[src/rtl/tiny_io_pkg.sv]
// Shared I/O-space definitions for the tiny port blocks: register addresses,
// default pin count and bus data types.
package tiny_io_pkg;

    typedef logic [5:0] io_addr_t;
    typedef logic [7:0] io_data_t;

    localparam int       IO_NPINS      = 6;
    localparam io_addr_t IO_ADDR_PCMSK = 6'h15;
    localparam io_addr_t IO_ADDR_PINB  = 6'h16;
    localparam io_addr_t IO_ADDR_DDRB  = 6'h17;
    localparam io_addr_t IO_ADDR_PORTB = 6'h18;

endpackage

[src/rtl/tiny_pin_sync.sv]
// Multi-stage synchroniser for asynchronous pad levels, synchronous reset.
// STAGES must be at least 2.
module tiny_pin_sync #(
    parameter int STAGES = 2,
    parameter int WIDTH  = 6
) (
    input  logic             clk,
    input  logic             rst,
    input  logic [WIDTH-1:0] d_i,
    output logic [WIDTH-1:0] q_o
);

    logic [WIDTH-1:0] sync_q [STAGES];

    always_ff @(posedge clk) begin
        if (rst) begin
            for (int i = 0; i < STAGES; i++) begin
                sync_q[i] <= '0;
            end
        end else begin
            sync_q[0] <= d_i;
            for (int i = 1; i < STAGES; i++) begin
                sync_q[i] <= sync_q[i-1];
            end
        end
    end

    assign q_o = sync_q[STAGES-1];

endmodule

[src/rtl/tiny_portb_regs.sv]
// Port-B register responder: PORTB/DDRB/PINB/PCMSK access, pad input
// synchronisation and pin-change interrupt generation.
module tiny_portb_regs
    import tiny_io_pkg::*;
#(
    parameter int       NPINS       = IO_NPINS,
    parameter io_addr_t ADDR_PCMSK  = IO_ADDR_PCMSK,
    parameter io_addr_t ADDR_PINB   = IO_ADDR_PINB,
    parameter io_addr_t ADDR_DDRB   = IO_ADDR_DDRB,
    parameter io_addr_t ADDR_PORTB  = IO_ADDR_PORTB,
    parameter int       SYNC_STAGES = 2
) (
    input  logic             clk,
    input  logic             rst,
    input  io_addr_t         addr,
    input  logic             wr_en,
    input  io_data_t         wdata,
    input  logic             rd_en,
    output io_data_t         rdata,
    output logic             rvalid,
    input  logic [NPINS-1:0] pin_in,
    output logic [NPINS-1:0] port_out,
    output logic [NPINS-1:0] pin_oe,
    output logic             pc_irq,
    input  logic             irq_ack
);

    localparam logic [1:0] WARM_MAX = 2'(SYNC_STAGES + 1);

    logic [NPINS-1:0] port_q, port_d;
    logic [NPINS-1:0] ddr_q, ddr_d;
    logic [NPINS-1:0] pcmsk_q, pcmsk_d;
    logic [NPINS-1:0] prev_q;
    logic [NPINS-1:0] pin_sync;
    io_data_t         rdata_q, rdata_d;
    logic             rvalid_q;
    logic             pc_irq_q, pc_irq_d;
    logic [1:0]       warm_q, warm_d;
    logic             warm_done;
    logic             chg;
    logic             unused_wdata;

    assign unused_wdata = ^wdata;

    tiny_pin_sync #(
        .STAGES (SYNC_STAGES),
        .WIDTH  (NPINS)
    ) u_pin_sync (
        .clk (clk),
        .rst (rst),
        .d_i (pin_in),
        .q_o (pin_sync)
    );

    always_comb begin
        port_d  = port_q;
        ddr_d   = ddr_q;
        pcmsk_d = pcmsk_q;
        if (wr_en) begin
            case (addr)
                ADDR_PORTB: port_d  = wdata[NPINS-1:0];
                ADDR_DDRB:  ddr_d   = wdata[NPINS-1:0];
                ADDR_PCMSK: pcmsk_d = wdata[NPINS-1:0];
                // Writing 1s to PINB toggles the matching PORTB bits.
                ADDR_PINB:  port_d  = port_q ^ wdata[NPINS-1:0];
                default:    ;
            endcase
        end
    end

    // Read mux samples pre-write values, so a same-cycle write is not seen.
    always_comb begin
        rdata_d = '0;
        case (addr)
            ADDR_PORTB: rdata_d[NPINS-1:0] = port_q;
            ADDR_DDRB:  rdata_d[NPINS-1:0] = ddr_q;
            ADDR_PCMSK: rdata_d[NPINS-1:0] = pcmsk_q;
            ADDR_PINB:  rdata_d[NPINS-1:0] = pin_sync;
            default:    ;
        endcase
    end

    assign warm_done = (warm_q == WARM_MAX);
    assign warm_d    = warm_done ? warm_q : warm_q + 2'd1;
    assign chg       = |((pin_sync ^ prev_q) & pcmsk_q);

    // Set has priority over acknowledge.
    always_comb begin
        pc_irq_d = pc_irq_q;
        if (irq_ack) begin
            pc_irq_d = 1'b0;
        end
        if (chg && warm_done) begin
            pc_irq_d = 1'b1;
        end
    end

    always_ff @(posedge clk) begin
        if (rst) begin
            port_q   <= '0;
            ddr_q    <= '0;
            pcmsk_q  <= '0;
            prev_q   <= '0;
            rdata_q  <= '0;
            rvalid_q <= 1'b0;
            pc_irq_q <= 1'b0;
            warm_q   <= '0;
        end else begin
            port_q   <= port_d;
            ddr_q    <= ddr_d;
            pcmsk_q  <= pcmsk_d;
            prev_q   <= pin_sync;
            rvalid_q <= rd_en;
            pc_irq_q <= pc_irq_d;
            warm_q   <= warm_d;
            if (rd_en) begin
                rdata_q <= rdata_d;
            end
        end
    end

    assign rdata    = rdata_q;
    assign rvalid   = rvalid_q;
    assign port_out = port_q;
    assign pin_oe   = ddr_q;
    assign pc_irq   = pc_irq_q;

endmodule

[config.mk]
export PLATFORM = sky130hd
export DESIGN_NAME = tiny_portb_regs
export DESIGN_NICKNAME = d
export VERILOG_FILES = /design/src/rtl/tiny_io_pkg.sv /design/src/rtl/tiny_pin_sync.sv /design/src/rtl/tiny_portb_regs.sv
export SDC_FILE = /design/constraint.sdc
export NUM_CORES = 1
export LEC_CHECK = 0
export CAP_MARGIN = 20
export CELL_PAD_IN_SITES_DETAIL_PLACEMENT = 0
export CELL_PAD_IN_SITES_GLOBAL_PLACEMENT = 2
export CORE_MARGIN = 2
export CORE_UTILIZATION = 28
export CTS_CLUSTER_DIAMETER = 120
export CTS_CLUSTER_SIZE = 12
export DETAILED_ROUTE_END_ITERATION = 6
export GPL_TIMING_DRIVEN = 0
export PLACE_DENSITY_LB_ADDON = 0.08
export SLEW_MARGIN = 25
export SYNTH_ARGS = -nofsm -noshare
export SYNTH_HDL_FRONTEND = slang
export SYNTH_HIERARCHICAL = 1
export SYNTH_SLANG_ARGS = --single-unit
[constraint.sdc]
create_clock -name clk -period 1.25 [get_ports clk]
set_input_delay 0.25 -clock clk [delete_from_list [all_inputs] [get_ports clk]]
set_output_delay 0.25 -clock clk [all_outputs]
set_load 0.005 [all_outputs]
[After elaboration in Yosys (flattened, before gate mapping)]
Memory sizes are Yosys's and may differ from the RTL's.
Cells that the tools add are included.
Word-level totals
  bits in registers: 34
  memory bits (writable): 12
  ROM bits: 0
  logic and storage cells: 36
  memories: 1
  bits in latches: 0
  output and inout port bits: 22
Cells by class
  muxes and demuxes: 9
  divide/modulo/power cells: 0
  multipliers: 0
  equal/unequal tests: 5
  reductions and logical operators: 7
  $lt $le $gt $ge: 0
  bitwise logic cells: 5
  shift-type cells: 0
  $add $sub $neg: 1
Memories
  u_pin_sync.sync_q: depth 2, bits a word 6, rd ports 2, clocked after Yosys merged registers in 0, wr ports 2, RTL line tiny_pin_sync.sv:13  | logic [WIDTH-1:0] sync_q [STAGES];
Operators with widths (count)
  6-bit by 5-bit equality test with 1-bit output, second input constant: 4
  6-bit one-hot mux with 4 select lines: 1
  6-bit 2-to-1 mux: 2
  6-bit one-hot mux with 2 select lines: 1
  6-bit XOR: 2
  6-bit bitwise AND: 1
  2-bit AND reduction: 3
  6-bit OR reduction: 1
  1-bit 2-to-1 mux: 5
  2-bit nonzero test: 2
  2-bit by 1-bit adder with 2-bit output, second input constant: 1
  2-bit equality test, second input constant: 1
  1-bit bitwise OR: 2
  1-bit logical AND: 1

[Longest topological paths before layout]
An unclocked memory read counts as a cell.
  depth in word-level cells: 6
  depth in mapped cells: 5
  depth with buffers taken out: 4

[Hierarchy]
Netlist, hierarchy kept.
By module, submodules not included
  tiny_portb_regs: times used 1, area an instance 1604.0 um^2, cells an instance 160, seq. area each 680.7 um^2
  tiny_pin_sync: times used 1, area an instance 411.6 um^2, cells an instance 31, seq. area each 240.2 um^2

[Least setup slack after synthesis]
OpenSTA, ideal clock, no wires.
  path kind: input-to-reg
  from: input port addr[1]
  to: register rdata_q[0], in the netlist rdata[0]
  data arrival time: 1190 ps
  cell stages on the path: 5
  slack: -61 ps
  setup time: 121 ps
  data required time: 1129 ps
  path through: buf_2 -> mux2_2 -> and3_1 -> a221oi_1 -> o21ai_1
On the way
  cells in the longest elaborated chain, start to end: 2
  elaborated cells on any way between the ends: 5
  classes of those cells: 4 x eq/ne; 1 x mux
RTL lines
  from (decl): RTL line tiny_portb_regs.sv:15  | input io_addr_t addr,
  6-bit by 5-bit equality test with 1-bit output: RTL line tiny_portb_regs.sv:74  | case (addr)
  6-bit one-hot mux with 4 select lines (*): RTL line tiny_portb_regs.sv:74
  to (signal assigned): RTL line tiny_portb_regs.sv:117  | rdata_q <= rdata_d;
  to (decl): RTL line tiny_portb_regs.sv:35  | io_data_t rdata_q, rdata_d;
Mark *: on every way between the ends. The rest lies on a longest branch, timed or not.
A chain may end at the register's enable or synchronous reset.

==> results.yml <==
global_route:
  grt_overflow_total: 0
  grt_pass1_wl_microns: 7940
  grt_usage: 0.136
  grt_pass1_vias: 1561
  grt_antenna_before_repair: 0
  grt_max_degree: 15
worst_setup_path:
  slowest_stage: "a222oi_1"
  r2r_cells: 3
  cp-start-kind: "register"
  critical_path.max_fanout: 3
  cp.required_ns: 1.42
  cp_top_family: "compound AO/OA/AOI/OAI gates"
  r2r-end: "pc_irq"
  cp.depth: 3
  worst_setup_path_end_kind: "register"
  startpoint: "u_pin_sync/sync_q[0][9]"
  path_cells: "xor2_1 -> a222oi_1 -> a31oi_1"
  critPathMaxStageDelay_ns: 0.50
  crit_type: "reg2reg"
  rr_startpoint: "u_pin_sync/sync_q[0][9]"
  critPathBufInv: 0
  cp.arrival_ns: 1.44
  regToRegSetupSlack_ns: -0.02
  crit_path_end: "pc_irq"
floorplan:
  fp.dieH_microns: 88.8
  core_area_sq_um: 6870
  die_w_microns: 88.8
  ios: 47
  num_rows: 30
  die_area_sq_um: 7890
  initial_core_util: 0.293
final_layout:
  fin_nets: 279
  mostFrequentLayoutCell: "dfxtp_1"
  area_growth_pct: 43.1
  antenna-diode-count: 0
  finalInstanceArea_sq_um: 2880
  finish.utilization: 0.420
  layout.cells.non_filler: 350
  mostFrequentLayoutCells: "dfxtp_1, mux2i_1, dlygate4sd2_1, buf_4, nor2_1"
  drive_above_1_share: 0.370
job:
  maxCapViolCount: 0
synth:
  synth.distinct_cells: 40
  yosysWarnings: 6
  syn_area_sq_um: 2020
  synth_seq_area_share: 0.457
  avgSynthCellArea_sq_um: 10.6
  synth_cells: 191
  synth_edf_count: 0
  ys.flop_type: "dfxtp_1"
  ys_seq_elements: 46
  async_flop_share: 0
worst_hold_path:
  hold_path.class: "in2reg"
  holdPathStages: 2
  holdCritStartpoint: "rst"
placed_design:
  routabilityCongestion: 0.731
  io_buffers: 42
  placed_cell_area_sq_um: 2570
  dp_cells: 330
  dp_hpwl_microns: 3580
drt:
  wl_microns: 5020
  route.detailed.drc: 0
  ant_nets: 0
  first_pass_iters: 4
  viasPerCell: 4.43
  drt_iter0_drc: 77
  wire_per_inst_microns: 14.3
  vias: 1552
pwr:
  seqPwrFrac: 0.545
  switchingPower_mw: 0.674
  power.leakage_nw: 1.34
  comb_power_share: 0.113
  p_sw_frac: 0.242
  pwr_density_cell_nw_per_um2: 965
  pwr-share-clk: 0.342
  intPower_mw: 2.11
  ir_worst_vdd_uv: 446
sta:
  worst_clock_skew_ns: 0.00590
  fmax_mhz: 789
  hold_ws_ns: 0.369
  period_share: 1.01
  setup_slack_ns: -0.0181
  setup_tns_ns: -0.0181
  slew_violations: 0
  setup_viol: 1
  grt_setup_unrepaired: "yes"
  hold_violations: 0
  timing.final.crit_period_ns: 1.27
outcome:
  status: "finished, violations left"
  violations: "setup timing"
clock_network:
  cts_tree: "done"
  cts-root-buf: "clkbuf_8"
  clk_latency_ns: 0.30
  cts_max_path_buffers: 2
  clkSinkCount: 46
  path_clk_slew_ns: 0.09
  h-tree-depth: 2
  cts-buffers-inserted: 5
## flip-flops by register name, summed over array words and instances (netlist names)
signal             count
u_pin_sync/sync_q     12
pcmsk_q                6
pin_oe                 6
port_out               6
prev_q                 6
rdata                  6
warm_q                 2
pc_irq                 1
rvalid                 1
## logic make-up (layout without fill, tap and decap cells)
| logic type | count (synthesis) | count (layout) | synth area share |
|---|---|---|---|
| flops | 46 | 46 | 0.457 |
| fa+ha+maj | 1 | 1 | 0.00621 |
| simple gates | 67 | 67 | 0.222 |
| mux | 31 | 31 | 0.158 |
| compound gates | 22 | 22 | 0.0751 |
| xor+xnor | 7 | 7 | 0.0304 |
| buf+inv | 16 | 78 | 0.0503 |
| other cells | 1 | 2 | 0.00186 |
## cell type report
type	instances	area [sq um]
flip-flops and latches	46	955
clock buffers	6	82.6
plain buffers	11	95.1
well taps	96	120
repair buffers	57	487
multi-input cells	130	1120
fillers	690	3990
inverters	2	7.51
clock inverters	2	12.5
## synth_stat cells, types with 2 or more instances
| master | instances | area share |
|---|---|---|
| and3_1 | 5 | 0.016 |
| a21oi_1 | 2 | 0.0050 |
| nor2b_2 | 8 | 0.035 |
| dfxtp_1 | 46 | 0.46 |
| buf_4 | 8 | 0.030 |
| buf_2 | 3 | 0.0074 |
| xor2_1 | 7 | 0.030 |
| o21ai_1 | 6 | 0.015 |
| nor2_1 | 17 | 0.032 |
| a31oi_1 | 2 | 0.0062 |
| a221oi_1 | 5 | 0.022 |
| o21ai_0 | 2 | 0.0050 |
| nor2b_1 | 8 | 0.025 |
| nor2b_4 | 2 | 0.014 |
| inv_1 | 2 | 0.0037 |
| nand2_1 | 12 | 0.022 |
| and2b_2 | 2 | 0.0087 |
| clkbuf_1 | 2 | 0.0037 |
| nor4bb_1 | 2 | 0.0099 |
| mux2_2 | 6 | 0.034 |
| mux2i_1 | 25 | 0.12 |
## per-layer routing
metal / global-route usage / share of wire / up-vias
met2: 0.213 / 0.47 / 33
met5: 0 / 0 / -
li1: - / - / 783
met4: 0.0496 / 0.0068 / 0
met3: 0.0336 / 0.043 / 3
met1: 0.182 / 0.48 / 733
## power by group through the flow
stage	Clock, mW	Combinational (mW)	Sequential, mW
detailed placement	0	0.293	1.56
global placement	0	0.294	1.56
floorplan	0	0.157	1.56
finish	0.951	0.314	1.52
global route	1.07	0.347	1.52
CTS	1.00	0.310	1.52
## how the worst min path moves through the flow
stage	to	slack [ns]
global route	rvalid	0.39
detailed placement	u_pin_sync/sync_q[0][6]	0.43
finish	rvalid	0.37
global placement	u_pin_sync/sync_q[0][6]	0.42
CTS	u_pin_sync/sync_q[0][6]	0.45
floorplan	rvalid	0.34
## worst register-to-register path: stages, from the launching register on
cell and delay [ns]:
dfxtp_2 0.34, xor2_1 0.14, a222oi_1 0.50, a31oi_1 0.16
## stage by stage
| step | setup slack (ns) | power [mW] |
|---|---|---|
| floorplan | -0.0131 | 1.71 |
| CTS | -0.0231 | 2.83 |
| detailed placement | -0.855 | 1.85 |
| global route | -0.0615 | 2.94 |
| finish | -0.0181 | 2.78 |
| global placement | -0.863 | 1.85 |
## what timing repair did
item                       4_1_cts  5_1_grt
gates cloned                     0        0
setup endpoints to repair       53       19
hold buffers                     0        0
pin swaps                       13       11
setup buffers                   15        4
gates resized for setup         93       11
(Power assumes the default switching activity.)
